===== src/rtl/hqm_AW_pkg.sv =====
// Shared definitions for the hqm_AW buffer family (zero, single, double and
// elastic variants). Every variant uses the same status word layout.
package hqm_AW_pkg;

  // Status word layout: {occupancy[6:2], full[1], not_empty[0]}
  localparam int HQM_AW_STATUS_W       = 7;
  localparam int HQM_AW_STATUS_OCC_MSB = 6;
  localparam int HQM_AW_STATUS_OCC_LSB = 2;
  localparam int HQM_AW_STATUS_FULL    = 1;
  localparam int HQM_AW_STATUS_NEMPTY  = 0;
  localparam int HQM_AW_OCC_W          = HQM_AW_STATUS_OCC_MSB - HQM_AW_STATUS_OCC_LSB + 1;

  // Assemble a status word from its fields so all variants agree on bit positions.
  function automatic logic [HQM_AW_STATUS_W-1:0] hqm_aw_pack_status(
    input logic [HQM_AW_OCC_W-1:0] occ,
    input logic                    full,
    input logic                    not_empty
  );
    logic [HQM_AW_STATUS_W-1:0] s;
    s = '0;
    s[HQM_AW_STATUS_OCC_MSB:HQM_AW_STATUS_OCC_LSB] = occ;
    s[HQM_AW_STATUS_FULL]                          = full;
    s[HQM_AW_STATUS_NEMPTY]                        = not_empty;
    return s;
  endfunction

endpackage


===== src/rtl/hqm_aw_elastic_buffer.sv =====
// Valid/ready elastic buffer. DEPTH=0 is a wire-through; DEPTH>=1 is a
// circular flop-array FIFO whose handshake outputs come only from registered
// state, so it breaks the combinational ready and data paths.
module hqm_aw_elastic_buffer
  import hqm_AW_pkg::*;
#(
  parameter int WIDTH            = 32,
  parameter int DEPTH            = 2,
  parameter int NOT_EMPTY_AT_EOT = 0
) (
  input  logic                       clk,
  input  logic                       rst,
  input  logic                       flush,
  output logic [HQM_AW_STATUS_W-1:0] status,
  output logic                       in_ready,
  input  logic                       in_valid,
  input  logic [WIDTH-1:0]           in_data,
  input  logic                       out_ready,
  output logic                       out_valid,
  output logic [WIDTH-1:0]           out_data
);

  if (DEPTH == 0) begin : g_pass

    // No storage: the producer talks straight to the consumer.
    assign in_ready  = out_ready;
    assign out_valid = in_valid;
    assign out_data  = in_data;
    assign status    = hqm_aw_pack_status(HQM_AW_OCC_W'(out_ready), 1'b0, in_valid);

    // clk, rst and flush have nothing to act on in this configuration.
    logic w_unused_pass;
    assign w_unused_pass = &{1'b0, clk, rst, flush};

  end else begin : g_buf

    localparam int CNT_W = $clog2(DEPTH + 1);
    localparam int PTR_W = (DEPTH > 1) ? $clog2(DEPTH) : 1;
    localparam logic [CNT_W-1:0] CNT_MAX  = CNT_W'(DEPTH);
    localparam logic [PTR_W-1:0] PTR_LAST = PTR_W'(DEPTH - 1);

    logic [WIDTH-1:0] r_mem [DEPTH];
    logic [PTR_W-1:0] r_wptr;
    logic [PTR_W-1:0] r_rptr;
    logic [CNT_W-1:0] r_count;

    logic             w_full;
    logic             w_not_empty;
    logic             w_push;
    logic             w_pop;
    logic [PTR_W-1:0] w_wptr_inc;
    logic [PTR_W-1:0] w_rptr_inc;

    assign w_full      = (r_count == CNT_MAX);
    assign w_not_empty = (r_count != '0);
    assign w_push      = in_valid & ~w_full;
    assign w_pop       = w_not_empty & out_ready;

    // Explicit wrap compare so non-power-of-2 depths cycle through DEPTH slots.
    assign w_wptr_inc = (r_wptr == PTR_LAST) ? '0 : r_wptr + PTR_W'(1);
    assign w_rptr_inc = (r_rptr == PTR_LAST) ? '0 : r_rptr + PTR_W'(1);

    // Occupancy and pointers; reset beats flush, flush beats push/pop.
    always_ff @(posedge clk) begin
      if (rst || flush) begin
        r_count <= '0;
        r_wptr  <= '0;
        r_rptr  <= '0;
      end else begin
        if (w_push) begin
          r_wptr <= w_wptr_inc;
        end
        if (w_pop) begin
          r_rptr <= w_rptr_inc;
        end
        case ({w_push, w_pop})
          2'b10:   r_count <= r_count + CNT_W'(1);
          2'b01:   r_count <= r_count - CNT_W'(1);
          default: r_count <= r_count;
        endcase
      end
    end

    // Payload storage carries no reset; occupancy decides what is meaningful.
    always_ff @(posedge clk) begin
      if (!rst && !flush && w_push) begin
        r_mem[r_wptr] <= in_data;
      end
    end

    assign in_ready  = ~w_full;
    assign out_valid = w_not_empty;
    assign out_data  = r_mem[r_rptr];
    assign status    = hqm_aw_pack_status(HQM_AW_OCC_W'(r_count), w_full, w_not_empty);

`ifndef SYNTHESIS
    a_count_bound: assert property (@(posedge clk) disable iff (rst) (r_count <= CNT_MAX))
      else $error("hqm_aw_elastic_buffer: occupancy %0d exceeds depth %0d", r_count, DEPTH);

    // Leftover entries at end of simulation usually mean lost traffic.
    final begin
      if (NOT_EMPTY_AT_EOT == 0 && r_count != '0) begin
        $error("hqm_aw_elastic_buffer: %0d entries still held at end of test", r_count);
      end
    end
`endif

  end

`ifndef SYNTHESIS
  // A producer stalled by !in_ready must hold its beat unchanged; a flush
  // cycle releases it because the beat is discarded anyway.
  a_in_stable: assert property (@(posedge clk) disable iff (rst)
                                (in_valid && !in_ready && !flush) |=> (in_valid && $stable(in_data)))
    else $error("hqm_aw_elastic_buffer: input changed while stalled");
`endif

endmodule

===== config.mk =====
export PLATFORM = sky130hd
export DESIGN_NAME = hqm_aw_elastic_buffer
export DESIGN_NICKNAME = d
export VERILOG_FILES = /design/src/rtl/hqm_AW_pkg.sv /design/src/rtl/hqm_aw_elastic_buffer.sv
export SDC_FILE = /design/constraint.sdc
export NUM_CORES = 1
export LEC_CHECK = 0
export ABC_CLOCK_PERIOD_IN_PS = 5400
export CAP_MARGIN = 15
export CORE_MARGIN = 10
export CORE_UTILIZATION = 38
export DETAILED_ROUTE_END_ITERATION = 10
export PLACE_DENSITY = 0.67
export SLEW_MARGIN = 20
export SYNTH_ARGS = -nofsm -noshare
export SYNTH_HDL_FRONTEND = slang
export SYNTH_SLANG_ARGS = --single-unit

===== constraint.sdc =====
create_clock -name clk -period 5.4 [get_ports clk]
set_clock_uncertainty 0.15 [all_clocks]
set_input_delay 0.81 -clock clk [delete_from_list [all_inputs] [get_ports clk]]
set_output_delay 0.81 -clock clk [all_outputs]
set_load 0.1 [all_outputs]

# Word level (Yosys, flattened, before mapping)

Memories as Yosys holds them, arrays and structs flattened. A register that Yosys moved wholly into a read port is not among the register bits.
Index checks and enable logic that the tools add are counted.

Register bits after elaboration: 4
Bits in writable memories: 64
Output and inout port bits: 41
Word-level logic and storage cells: 28
Memories: 1

Memory list:

| name        | depth | width | rd ports | clocked after Yosys merged registers in | wr ports | line                        | source |
|---|---|---|---|---|---|---|---|
| g_buf.r_mem | 2     | 32    | 1        | 1                                       | 1        | hqm_aw_elastic_buffer.sv:42 | `logic [WIDTH-1:0] r_mem [DEPTH];` |

$add $sub $neg: 4
Equality and inequality tests: 3
Multiplexer cells: 7
Bitwise logic cells: 3
Reduce and logical (&&, ||, !) cells: 7

Operators by type and width:

| cell                                                                  | count |
|---|---|
| 1-bit 2-to-1 mux                                                      | 6 |
| 2-bit equality test, second input constant                            | 2 |
| 2-bit case mux with 2 select lines                                    | 1 |
| 2-bit nonzero test                                                    | 2 |
| 1-bit adder, second input constant                                    | 2 |
| 2-bit by 1-bit adder with 2-bit output, second input constant         | 1 |
| 1-bit AND                                                             | 2 |
| 2-bit by 1-bit equality test with 1-bit output, second input constant | 1 |
| 1-bit logical AND                                                     | 2 |
| 1-bit zero test                                                       | 2 |
| 2-bit by 1-bit subtractor with 2-bit output, second input constant    | 1 |
| 1-bit logical OR                                                      | 1 |
| 1-bit NOT                                                             | 1 |

# Longest topological paths before layout

Gate-level depths: netlist of run 1.

Depth after elaboration: 6
Mapped depth: 6
Gate-level depth less buffers: 6

# Worst setup path before layout of run 1

Ideal clock, no wire load.

Path kind: reg-to-reg
Start: reg g_buf.r_count[0]
End: mem g_buf.r_mem[0][0] (enable)
Setup time: 461 ps
Arrival: 4419 ps
Data required time: 4789 ps
Slack: 370 ps
Stages on the path, launching flop included: 4
Path buffers: 0
Period minus slack after synthesis: 5030 ps
Path through: dfxtp_1 -> nand2b_1 -> nand2_1 -> nor3_1

Word-level cells in the longest chain between the ends: 6

Ends and longest elaborated chain:

| element                                | line                        | source |
|---|---|---|
| start: declaration                     | hqm_aw_elastic_buffer.sv:45 | `logic [CNT_W-1:0] r_count;` |
| start signal: assignment               | hqm_aw_elastic_buffer.sv:77 | `2'b10: r_count <= r_count + CNT_W'(1);` |
| start signal: assignment               | hqm_aw_elastic_buffer.sv:78 | `2'b01: r_count <= r_count - CNT_W'(1);` |
| start signal: assignment               | hqm_aw_elastic_buffer.sv:79 | `default: r_count <= r_count;` |
| 2-bit equality test                    | hqm_aw_elastic_buffer.sv:54 | `assign w_full = (r_count == CNT_MAX);` |
| 1-bit NOT                              | n/a                         |  |
| net in_ready                           | hqm_aw_elastic_buffer.sv:15 | `output logic in_ready,` |
| 1-bit AND                              | hqm_aw_elastic_buffer.sv:56 | `assign w_push = in_valid & ~w_full;` |
| 1-bit logical AND                      | hqm_aw_elastic_buffer.sv:86 | `if (!rst && !flush && w_push) begin` |
| 1-bit 2-to-1 mux                       | hqm_aw_elastic_buffer.sv:86 |  |
| 1-bit 2-to-1 mux (implied by the code) | hqm_aw_elastic_buffer.sv:87 | `r_mem[r_wptr] <= in_data;` |
| end: declaration                       | hqm_aw_elastic_buffer.sv:42 |  |

The timed path passes the listed nets, and every way through them passes these cells.

==> results of run 1 <==
## registers in the layout, indices dropped and copies added, names as in the netlist, named ones only
| signal | cells |
|---|---|
| g_buf.r_rptr | 1 |
| g_buf.r_wptr | 1 |
| g_buf.r_mem | 64 |
| g_buf.r_count | 2 |
## through the flow
stage	area (µm²)	total power [mW]	instances	hold WS [ns]
4_1_cts	3620	1.25	296	0.371
2_1_floorplan	2580	0.735	136	0.331
3_3_place_gp	3390	0.788	280	0.360
3_5_place_dp	3390	0.789	280	0.353
6_report	3630	1.23	296	0.367
5_1_grt	3630	1.28	296	0.424
## kinds of logic after synthesis
group,count (synthesis)
other,1
flip-flops,69
multiplexers,32
buffers and inverters,12
AO/OA/AOI/OAI,5
adder cells (fa/ha/maj),1
XOR/XNOR,3
AND/OR/NAND/NOR,11
## synth_stat cells
master | n | area (µm²)
nand2_1 | 1 | 3.75
o21ai_0 | 1 | 5.00
inv_1 | 2 | 7.51
or2_2 | 2 | 12.5
xor2_1 | 1 | 8.76
a21o_1 | 1 | 7.51
nand2b_1 | 1 | 6.26
buf_2 | 3 | 15.0
xnor2_1 | 2 | 17.5
conb_1 | 1 | 3.75
dfxtp_1 | 5 | 100
or3_1 | 1 | 6.26
o21a_1 | 1 | 7.51
buf_4 | 5 | 37.5
nor3_1 | 2 | 10.0
nand3_1 | 1 | 5.00
ha_1 | 1 | 12.5
a21oi_1 | 2 | 10.0
edfxtp_1 | 64 | 1920
mux2_2 | 30 | 338
nor2_1 | 3 | 11.3
mux2_1 | 2 | 22.5
clkbuf_1 | 2 | 7.51
## layout by cell type, fill, tap and decap left out, types with 3 or more instances in the layout
cell type        count
clkinvlp_4           3
nor2_1               3
conb_1               3
mux2_2              30
buf_4                3
clkbuf_8             9
clkdlybuf4s50_1     74
dfxtp_1              5
edfxtp_1            64
## area by class of cell
| cell class | count | area, µm² | share of cell area, % |
|---|---|---|---|
| repair buffers | 77 | 763 | 21.0 |
| clock inverters | 7 | 100 | 2.76 |
| well taps | 77 | 96.3 | 2.65 |
| flip-flops and latches | 69 | 2020 | 55.7 |
| inverters | 2 | 7.51 | 0.207 |
| clock buffers | 9 | 124 | 3.41 |
| multi-input cells | 55 | 518 | 14.3 |
## how the worst min path moves through the flow
stage,startpoint,end,cells after the start
after floorplan,g_buf.r_rptr,flop,2
after global placement,g_buf.r_rptr,g_buf.r_rptr,2
after detailed placement,g_buf.r_rptr,g_buf.r_rptr,2
after CTS,g_buf.r_rptr,g_buf.r_rptr,2
after global routing,g_buf.r_rptr,g_buf.r_rptr,2
final,g_buf.r_rptr,g_buf.r_rptr,2
## critical path, stage by stage, from the launching register on
cell and delay, ns:
dfxtp_1 0.53, buf_4 0.39, mux2_2 0.25, clkdlybuf4s50_1 1.14
## power by group through the flow
stage	combinational [mW]	clock, mW	sequential [mW]
global placement	0.178	0	0.611
finish	0.178	0.455	0.599
global route	0.185	0.493	0.600
floorplan	0.119	0	0.616
CTS	0.179	0.468	0.599
detailed placement	0.179	0	0.611
## metal layers
layer  up-vias  track usage (%)
li1        663                -
met1       663             10.4
met2        50             16.1
met3         5             6.34
met4         0             4.23
met5         -                0
==> results by group, run 1 <==
Timing
  – Period utilization: 66.9%
  – Clock period minus final worst setup slack: 3.61 ns
  – Setup tns final: 0 ns
  – Worst Max-Slew Pin Slew: 0.995 ns
  – Final setup vio count: 0
  – RSZ-0062 raised after global routing: false
  – Slew Viols, Final: 0
  – Max Clk Rate: 277 MHz
  – Hold violation count in the final report: 0
  – Slew HR: 33.4%
  – Fin worst setup slack: 1.79 ns

Routing
  – Via-per-instance ratio: 4.67
  – WL met2: 2500 µm
  – Via count: 1,381
  – Final WL: 5100 µm
  – # DRC: 0
  – Metal3 WL: 550 µm
  – Post-DRT Antenna Nets: 0
  – Average routed wire per standard cell: 17.2 µm
  – Top routing layer in use: met4
  – WL met1: 2020 µm
  – Detailed Routing Iterations Pass 1: 4
  – DR iter-0 viols: 25

Synthesis
  – Seq/Total Area, Yosys: 78.4%
  – Ys Warns: 0
  – Synthesis-stage register bit count: 69
  – Post-Synth Adder-Cell Area: 0.485%
  – Post-synthesis simple-gate area fraction: 2.14%
  – Post-synthesis cell count: 134
  – Largest family of logic cells by synthesized area: multiplexers
  – Mapped cell area: 0.00258 mm²
  – Netlist cell types: 23
  – Proportion of synthesized area in mux cells: 14.0%
  – Avg Cell Area, Syn: 19.2 µm²
  – Post-Synth XOR/XNOR Area: 1.02%
  – Compound-cell area share of the yosys netlist: 1.17%

Layout
  – Layout filler cell count: 520
  – Share of cells above drive strength 1: 24.2%
  – Util after Layout: 56.2%
  – Area growth syn-to-layout: 40.9%
  – Final nets: 252
  – Diodes inserted: 0

CTS
  – CTS sink cnt: 69
  – Clk buf depth: 2
  – Max H-tree Level: 3
  – Root buf cell: clkbuf_8
  – Post-CTS Setup Repair Bufs: 0
  – Worst-skew pair later-pin latency: 0.33 ns
  – CTS Hold Bufs: 0
  – CTS tree: yes
  – CTS Buf Count: 9
  – Register clock-pin slew on the reported worst setup and hold paths: 0.07 ns
  – Post-cts sizing count: 0

Worst setup path
  – CP Capture Point: out_data[11]
  – R2r endpoint: g_buf.r_mem[0][16]
  – CP arrival: 2.65 ns
  – Crit-path max FO: 25
  – Crit Path Class: flop to output pin
  – Worst reg2reg startpoint: g_buf.r_count[0]
  – Setup crit start kind: flop
  – WP data required: 4.44 ns
  – R2R Setup Slk: 3.08 ns
  – CP Capture Type: output pin
  – R2R cell count: 4

Power and ir drop
  – Pwr dens: 339 mW/mm²
  – Worst VDD drop: 0.289 mV
  – Sw Share: 26.1%
  – Combinational fraction of design power: 14.5%
  – Reg power frac: 48.6%
  – Internal: 911 µW
  – Leak: 1.22 nW
  – Clk pwr share: 36.9%
  – Switch Pwr: 322 µW

GRT
  – Grt ovf: 0
  – Total GRT Usage: 10.1%
  – Initial antenna violation count: 0
  – Largest net degree at the start of global routing: 26
  – First-pass GRT wire length: 7910 µm
  – Vias in the first global route: 1,558

Die
  – Die Span Y: 102 µm
  – CORE AREA: 0.00646 mm²
  – Die area: 0.0105 mm²
  – Placement row count: 29
  – Starting Density: 39.9%
  – I/O Pins: 78
  – Die width: 102 µm

Placed design
  – HPWL after DPL: 3650 µm
  – IO buf count: 74
  – GP Congestion: 0.694
  – Worst slack, placed: 1.93 ns

Flow run
  – Max-cap violations: 0

Run status
  – Status: finished, final reports clean

Min path
  – Worst Hold Class: flop to flop
No activity file was read; power rests on OpenSTA's default activity.
==> inputs of run 2 (changes only) <==
ABC_CLOCK_PERIOD_IN_PS = 3190   (was 5400)
PLACE_DENSITY = 0.7   (was 0.67)
clock period = 3.19 ns   (was 5.4 ns; I/O delays follow)
==> run 2 against run 1 <==
Compared with the run above: setup slack got worse by 1.0 ns; design area rose by 7.9%; via count is 1.7% higher; cell count increased by 0.34%; die area is the same; clock power is 43% higher; first-iteration DRC count rose by 52%; critical path type unchanged.
==> results by group, run 2 (synthesized netlist as in run 1, its figures left out) <==
Run status
  – Status: finished, final reports clean

Layout
  – Share of cells above drive strength 1: 41.4% (+17 points)
  – Most frequent cells in the layout: edfxtp_1 (64), clkdlybuf4s50_1 (36), buf_12 (33), mux2_2 (30)
  – Most flops, register: g_buf.r_mem
  – Area occupied by multi-input gates: 520 µm² (+0.48%)
  – Diodes inserted: 0 (unchanged)
  – Commonest non-fill, non-tap cell in the layout: edfxtp_1
  – Fin cells: 297 (+0.34%)
  – Final nets: 253 (+0.40%)
  – Layout filler cell count: 478 (-8.1%)
  – Area growth syn-to-layout: 52.0%
  – Sequential cell area: 0.00202 mm² (about the same)
  – Util after Layout: 60.7% (+4.5 points)
  – Number of flip-flops under the largest register name: 64 (unchanged)
  – Top flop regs: g_buf.r_mem: 64 flops, g_buf.r_count: 2 flops

Timing
  – Final setup vio count: 0 (unchanged)
  – Setup tns final: 0 ns (unchanged)
  – Max Clk Rate: 417 MHz
  – Hold violation count in the final report: 0 (unchanged)
  – Period utilization: 75.2%
  – RSZ-0062 raised after global routing: false
  – Worst Max-Slew Pin Slew: 0.542 ns (-0.454 ns)
  – Clock period minus final worst setup slack: 2.40 ns
  – Slew Viols, Final: 0 (unchanged)
  – Slew HR: 63.8% (+30 points)

Min path
  – Hold Path Stages: 2 (unchanged)
  – Worst Hold Class: flop to flop

CTS
  – Register clock-pin slew on the reported worst setup and hold paths: 0.07 ns (about the same)
  – Worst-skew pair later-pin latency: 0.32 ns (about the same)
  – CTS sink cnt: 69 (unchanged)
  – CTS Hold Bufs: 0 (unchanged)
  – Clk buf depth: 2 (unchanged)
  – Post-cts sizing count: 0 (unchanged)
  – Post-CTS Setup Repair Bufs: 0 (unchanged)
  – CTS tree: yes
  – CTS Buf Count: 9 (unchanged)
  – Root buf cell: clkbuf_8
  – Max H-tree Level: 3 (unchanged)

GRT
  – Vias in the first global route: 1,612 (+3.5%)
  – Total GRT Usage: 10.6% (+0.52 points)
  – Largest net degree at the start of global routing: 33 (+27%)
  – First-pass GRT wire length: 8290 µm (+4.8%)
  – Initial antenna violation count: 0 (unchanged)
  – Grt ovf: 0 (unchanged)

Placed design
  – IO buf count: 74 (unchanged)
  – GP Congestion: 0.713 (+2.8%)
  – HPWL after DPL: 3980 µm (+9.1%)
  – Placed cells: 281 (+0.36%)

Worst setup path
  – Crit-path max FO: 23 (-8.0%)
  – Max incr delay on CP: 0.62 ns (-0.52 ns)
  – R2R cell count: 4 (unchanged)
  – Worst path slowest cell: dfxtp_1
  – Top cell family by delay on the critical path: flip-flops
  – Crit path depth: 3 (unchanged)
  – Buffers & Inverters on Critical Path: 2 (unchanged)
  – WP data required: 2.56 ns (-1.88 ns)
  – CP arrival: 1.77 ns (-0.88 ns)
  – Crit path top cell by count: buf_12
  – Setup crit start kind: flop
  – Crit Path Class: flop to output pin
  – CP Capture Type: output pin
  – Crit path cell chain: buf_12 > mux2_2 > buf_12

Routing
  – Average routed wire per standard cell: 17.8 µm (+3.4%)
  – Via count: 1,405 (+1.7%)
  – Via-per-instance ratio: 4.73 (+1.4%)
  – Detailed Routing Iterations Pass 1: 4 (unchanged)
  – DR iter-0 viols: 38 (+52%)
  – Post-DRT Antenna Nets: 0 (unchanged)
  – Final WL: 5290 µm (+3.7%)
  – # DRC: 0 (unchanged)

Die
  – Starting Density: 39.9% (unchanged)
  – Die width: 102 µm (unchanged)
  – Die area: 0.0105 mm² (unchanged)
  – I/O Pins: 78 (unchanged)
  – Die Span Y: 102 µm (unchanged)
  – CORE AREA: 0.00646 mm² (unchanged)
  – Placement row count: 29 (unchanged)

Power and ir drop
  – Worst VDD drop: 0.293 mV (+1.3%)
  – Leak: 1.40 nW (+15%)
  – Pwr dens: 513 mW/mm² (+51%)
  – Power consumption: 2.01 mW (+63%)

Flow run
  – Max-cap violations: 0 (unchanged)
-- run 2: cell count changes in the layout (fill, tap and decap cells not counted), moves of 2 or more --
cell and change:
clkdlybuf4s50_1 -38, clkinv_2 +2, clkinvlp_4 -2, buf_4 +6, buf_12 +33, clkinv_4 -2, clkbuf_1 +2
-- run 2: final timing paths --
| kind | slack, ns | end | start |
|---|---|---|---|
| setup / recovery | 0.79 | out_data[18] | flop |
| hold / removal | 0.36 | g_buf.r_rptr | g_buf.r_rptr |
| hold reg to reg | 0.36 | g_buf.r_rptr | g_buf.r_rptr |
| setup reg to reg | 1.16 | g_buf.r_mem[0][19] | g_buf.r_count[0] |
-- run 2: stage by stage --
| stage | setup WS [ns] | instance area [µm²] | hold WS (ns) |
|---|---|---|---|
| 2_1_floorplan | 0.165 | 2610 | 0.331 |
| 3_3_place_gp | 0.667 | 3740 | 0.357 |
| 3_5_place_dp | 0.593 | 3740 | 0.350 |
| 4_1_cts | 0.753 | 3920 | 0.369 |
| 5_1_grt | 0.709 | 3920 | 0.401 |
| 6_report | 0.791 | 3920 | 0.365 |
-- run 2: final cells by class --
| type | instances | share of cell area [%] |
|---|---|---|
| inverters | 2 | 0.192 |
| well taps | 77 | 2.46 |
| multi-input cells | 55 | 13.3 |
| clock buffers | 11 | 3.35 |
| flip-flops and latches | 69 | 51.6 |
| repair buffers | 78 | 27.8 |
| clock inverters | 5 | 1.31 |
-- run 2: report_power, final --
group / switching [mW] / total, mW / internal, mW
Sequential: 0.00732 / 1.02 / 1.01
Combinational: 0.220 / 0.347 / 0.127
Clock: 0.293 / 0.649 / 0.356
-- run 2: tightest hold or removal path: stages (launching register included) --
cell	delay, ns
dfxtp_1	0.32
xnor2_1	0.08
nor2_1	0.08
-- run 2: metal layers --
layer / vias up / global-route usage, % / part of all wire [%] / wire, µm
li1: 661 / - / - / -
met1: 684 / 11.9 / 40 / 2110
met2: 56 / 16.5 / 50 / 2620
met3: 4 / 5.40 / 9.9 / 525
met4: 0 / 5.21 / 0.57 / 30
met5: - / 0 / 0 / 0
==> inputs of run 3 (changes only) <==
ABC_CLOCK_PERIOD_IN_PS = 2500   (was 3190)
PLACE_DENSITY = 0.67   (was 0.7)
clock period = 2.5 ns   (was 3.19 ns; I/O delays follow)
==> run 3 against run 2 <==
Compared with the run above: count of clock-buffer cells in the layout shrank 2; first-iteration DRC count is 68% higher; die area stayed put; routed wire length shrank 1.2%; utilization increased by 1.2 points; sequential cell count did not move; sequential power rose by 26%; critical endpoint is now out_data[3]; sequential share of layout area shrank 0.88 points.
==> results by group, run 3 (synthesized netlist as in run 1, its figures left out) <==
Layout
  – Top flop regs: g_buf.r_mem: 64 flops, g_buf.r_count: 2 flops
  – Most frequent cells in the layout: edfxtp_1 (64), clkdlybuf4s50_1 (36), buf_12 (32), mux2_2 (30), buf_4 (11)
  – Area growth syn-to-layout: 55.0%
  – Final nets: 254 (+0.40%)
  – Layout filler cell count: 481 (+0.63%)
  – Diodes inserted: 0 (unchanged)
  – Share of cells above drive strength 1: 43.9% (+2.5 points)
  – Most flops, register: g_buf.r_mem
  – Number of flip-flops under the largest register name: 64 (unchanged)
  – Commonest non-fill, non-tap cell in the layout: edfxtp_1

Worst setup path
  – R2R Setup Slk: 0.83 ns (-0.33 ns)
  – Max incr delay on CP: 0.43 ns (-0.19 ns)
  – Crit-path max FO: 32 (+39%)
  – R2R cell count: 5 (+1)
  – Worst path slowest cell: mux2_2
  – Buffers & Inverters on Critical Path: 2 (unchanged)
  – Setup crit start kind: flop
  – Crit Path Class: flop to output pin
  – CP arrival: 1.64 ns (-0.13 ns)
  – WP data required: 1.98 ns (-0.58 ns)
  – Crit path cell chain: buf_4 > mux2_2 > buf_12
  – Top cell family by delay on the critical path: buffers and inverters
  – Crit path depth: 3 (unchanged)
  – CP Capture Type: output pin

Placed design
  – IO buf count: 74 (unchanged)
  – GP Congestion: 0.691 (-3.0%)
  – HPWL after DPL: 3790 µm (-4.8%)
  – Worst slack, placed: 0.329 ns (-0.265 ns)

Die
  – CORE AREA: 0.00646 mm² (unchanged)
  – Die Span Y: 102 µm (unchanged)
  – Placement row count: 29 (unchanged)
  – I/O Pins: 78 (unchanged)
  – Die width: 102 µm (unchanged)
  – Starting Density: 39.9% (unchanged)
  – Die area: 0.0105 mm² (unchanged)

Routing
  – Average routed wire per standard cell: 17.5 µm (-1.6%)
  – Final WL: 5220 µm (-1.2%)
  – Via count: 1,386 (-1.4%)
  – DR iter-0 viols: 64 (+68%)
  – Detailed Routing Iterations Pass 1: 4 (unchanged)
  – Via-per-instance ratio: 4.65 (-1.7%)
  – # DRC: 0 (unchanged)
  – Post-DRT Antenna Nets: 0 (unchanged)

CTS
  – Post-cts sizing count: 0 (unchanged)
  – CTS Hold Bufs: 0 (unchanged)
  – Root buf cell: clkbuf_8
  – Max H-tree Level: 3 (unchanged)
  – Clk buf depth: 2 (unchanged)
  – CTS Buf Count: 9 (unchanged)
  – Post-CTS Setup Repair Bufs: 0 (unchanged)
  – Worst-skew pair later-pin latency: 0.33 ns (about the same)
  – Register clock-pin slew on the reported worst setup and hold paths: 0.07 ns (about the same)
  – CTS tree: yes
  – CTS sink cnt: 69 (unchanged)

Timing
  – Clock period minus final worst setup slack: 2.16 ns
  – Slew Viols, Final: 0 (unchanged)
  – Period utilization: 86.5%
  – Fin worst setup slack: 0.337 ns (-0.453 ns)
  – Final setup vio count: 0 (unchanged)
  – Hold violation count in the final report: 0 (unchanged)
  – Max Clk Rate: 462 MHz
  – RSZ-0062 raised after global routing: false
  – Setup tns final: 0 ns (unchanged)

GRT
  – First-pass GRT wire length: 8280 µm (-0.16%)
  – Vias in the first global route: 1,531 (-5.0%)
  – Grt ovf: 0 (unchanged)
  – Largest net degree at the start of global routing: 33 (unchanged)
  – Initial antenna violation count: 0 (unchanged)
  – Total GRT Usage: 10.6% (-0.019 points)

Power and ir drop
  – Power consumption: 2.82 mW (+40%)
  – Pwr dens: 707 mW/mm² (+38%)
  – Switch Pwr: 708 µW (+36%)
  – Internal: 2.11 mW (+42%)
  – Leak: 1.43 nW (+2.3%)
  – Worst VDD drop: 0.523 mV (+79%)
  – Clk pwr share: 38.5% (+6.2 points)
  – Reg power frac: 45.8% (-4.7 points)
  – Sw Share: 25.1% (-0.77 points)
  – Combinational fraction of design power: 15.7% (-1.6 points)

Flow run
  – Max-cap violations: 0 (unchanged)

Min path
  – Hold Path Stages: 2 (unchanged)
  – Worst Hold Class: flop to flop

Run status
  – Status: finished, final reports clean
## run 3: cell count changes in the layout (fill, tap and decap cells not counted), moves of 2 or more
| cell | delta |
|---|---|
| bufinv_16 | +2 |
| clkinv_2 | -2 |
| buf_4 | +2 |
| clkbuf_1 | -2 |
## run 3: power by group through the flow
stage / Sequential (mW) / Clock, mW / Combinational [mW]
finish: 1.29 / 1.09 / 0.443
global route: 1.29 / 1.17 / 0.461
CTS: 1.29 / 1.12 / 0.448
detailed placement: 1.32 / 0 / 0.447
global placement: 1.32 / 0 / 0.444
floorplan: 1.33 / 0 / 0.261
## run 3: worst min-delay path: stages, from the launching register on
cell	delay, ns
dfxtp_1	0.33
xnor2_1	0.08
nor2_1	0.08
## run 3: cell type report
class | count | area [µm²] | area share (%)
inverter | 2 | 7.51 | 0.188
multi-input combinational | 55 | 533 | 13.3
tap | 77 | 96.3 | 2.41
sequential | 69 | 2030 | 50.8
clock buffer | 9 | 124 | 3.10
timing repair buffer | 79 | 1080 | 27.1
clock inverter | 7 | 123 | 3.07
## run 3: final timing paths
path / from / end
setup / recovery: flop / out_data[3]
hold / removal: g_buf.r_rptr / flop
setup reg to reg: g_buf.r_count[0] / g_buf.r_count[1]
hold reg to reg: g_buf.r_rptr / flop
## run 3: metal layers
metal	up-vias	routed length, µm	GRT usage, %	part of all wire [%]
li1	666	-	-	-
met1	662	2040	11.8	39
met2	50	2600	16.2	50
met3	8	526	6.55	10
met4	0	59	3.90	1.1
met5	-	0	0	0
## run 3: per-stage QoR
step	area (µm²)	utilization (%)	hold slack, ns	std cells
2_1_floorplan	2630	-	0.324	136
3_3_place_gp	3750	58.0	0.354	282
3_5_place_dp	3750	58.0	0.368	282
4_1_cts	3990	61.8	0.390	298
5_1_grt	3990	61.8	0.438	298
6_report	3990	61.8	0.381	298
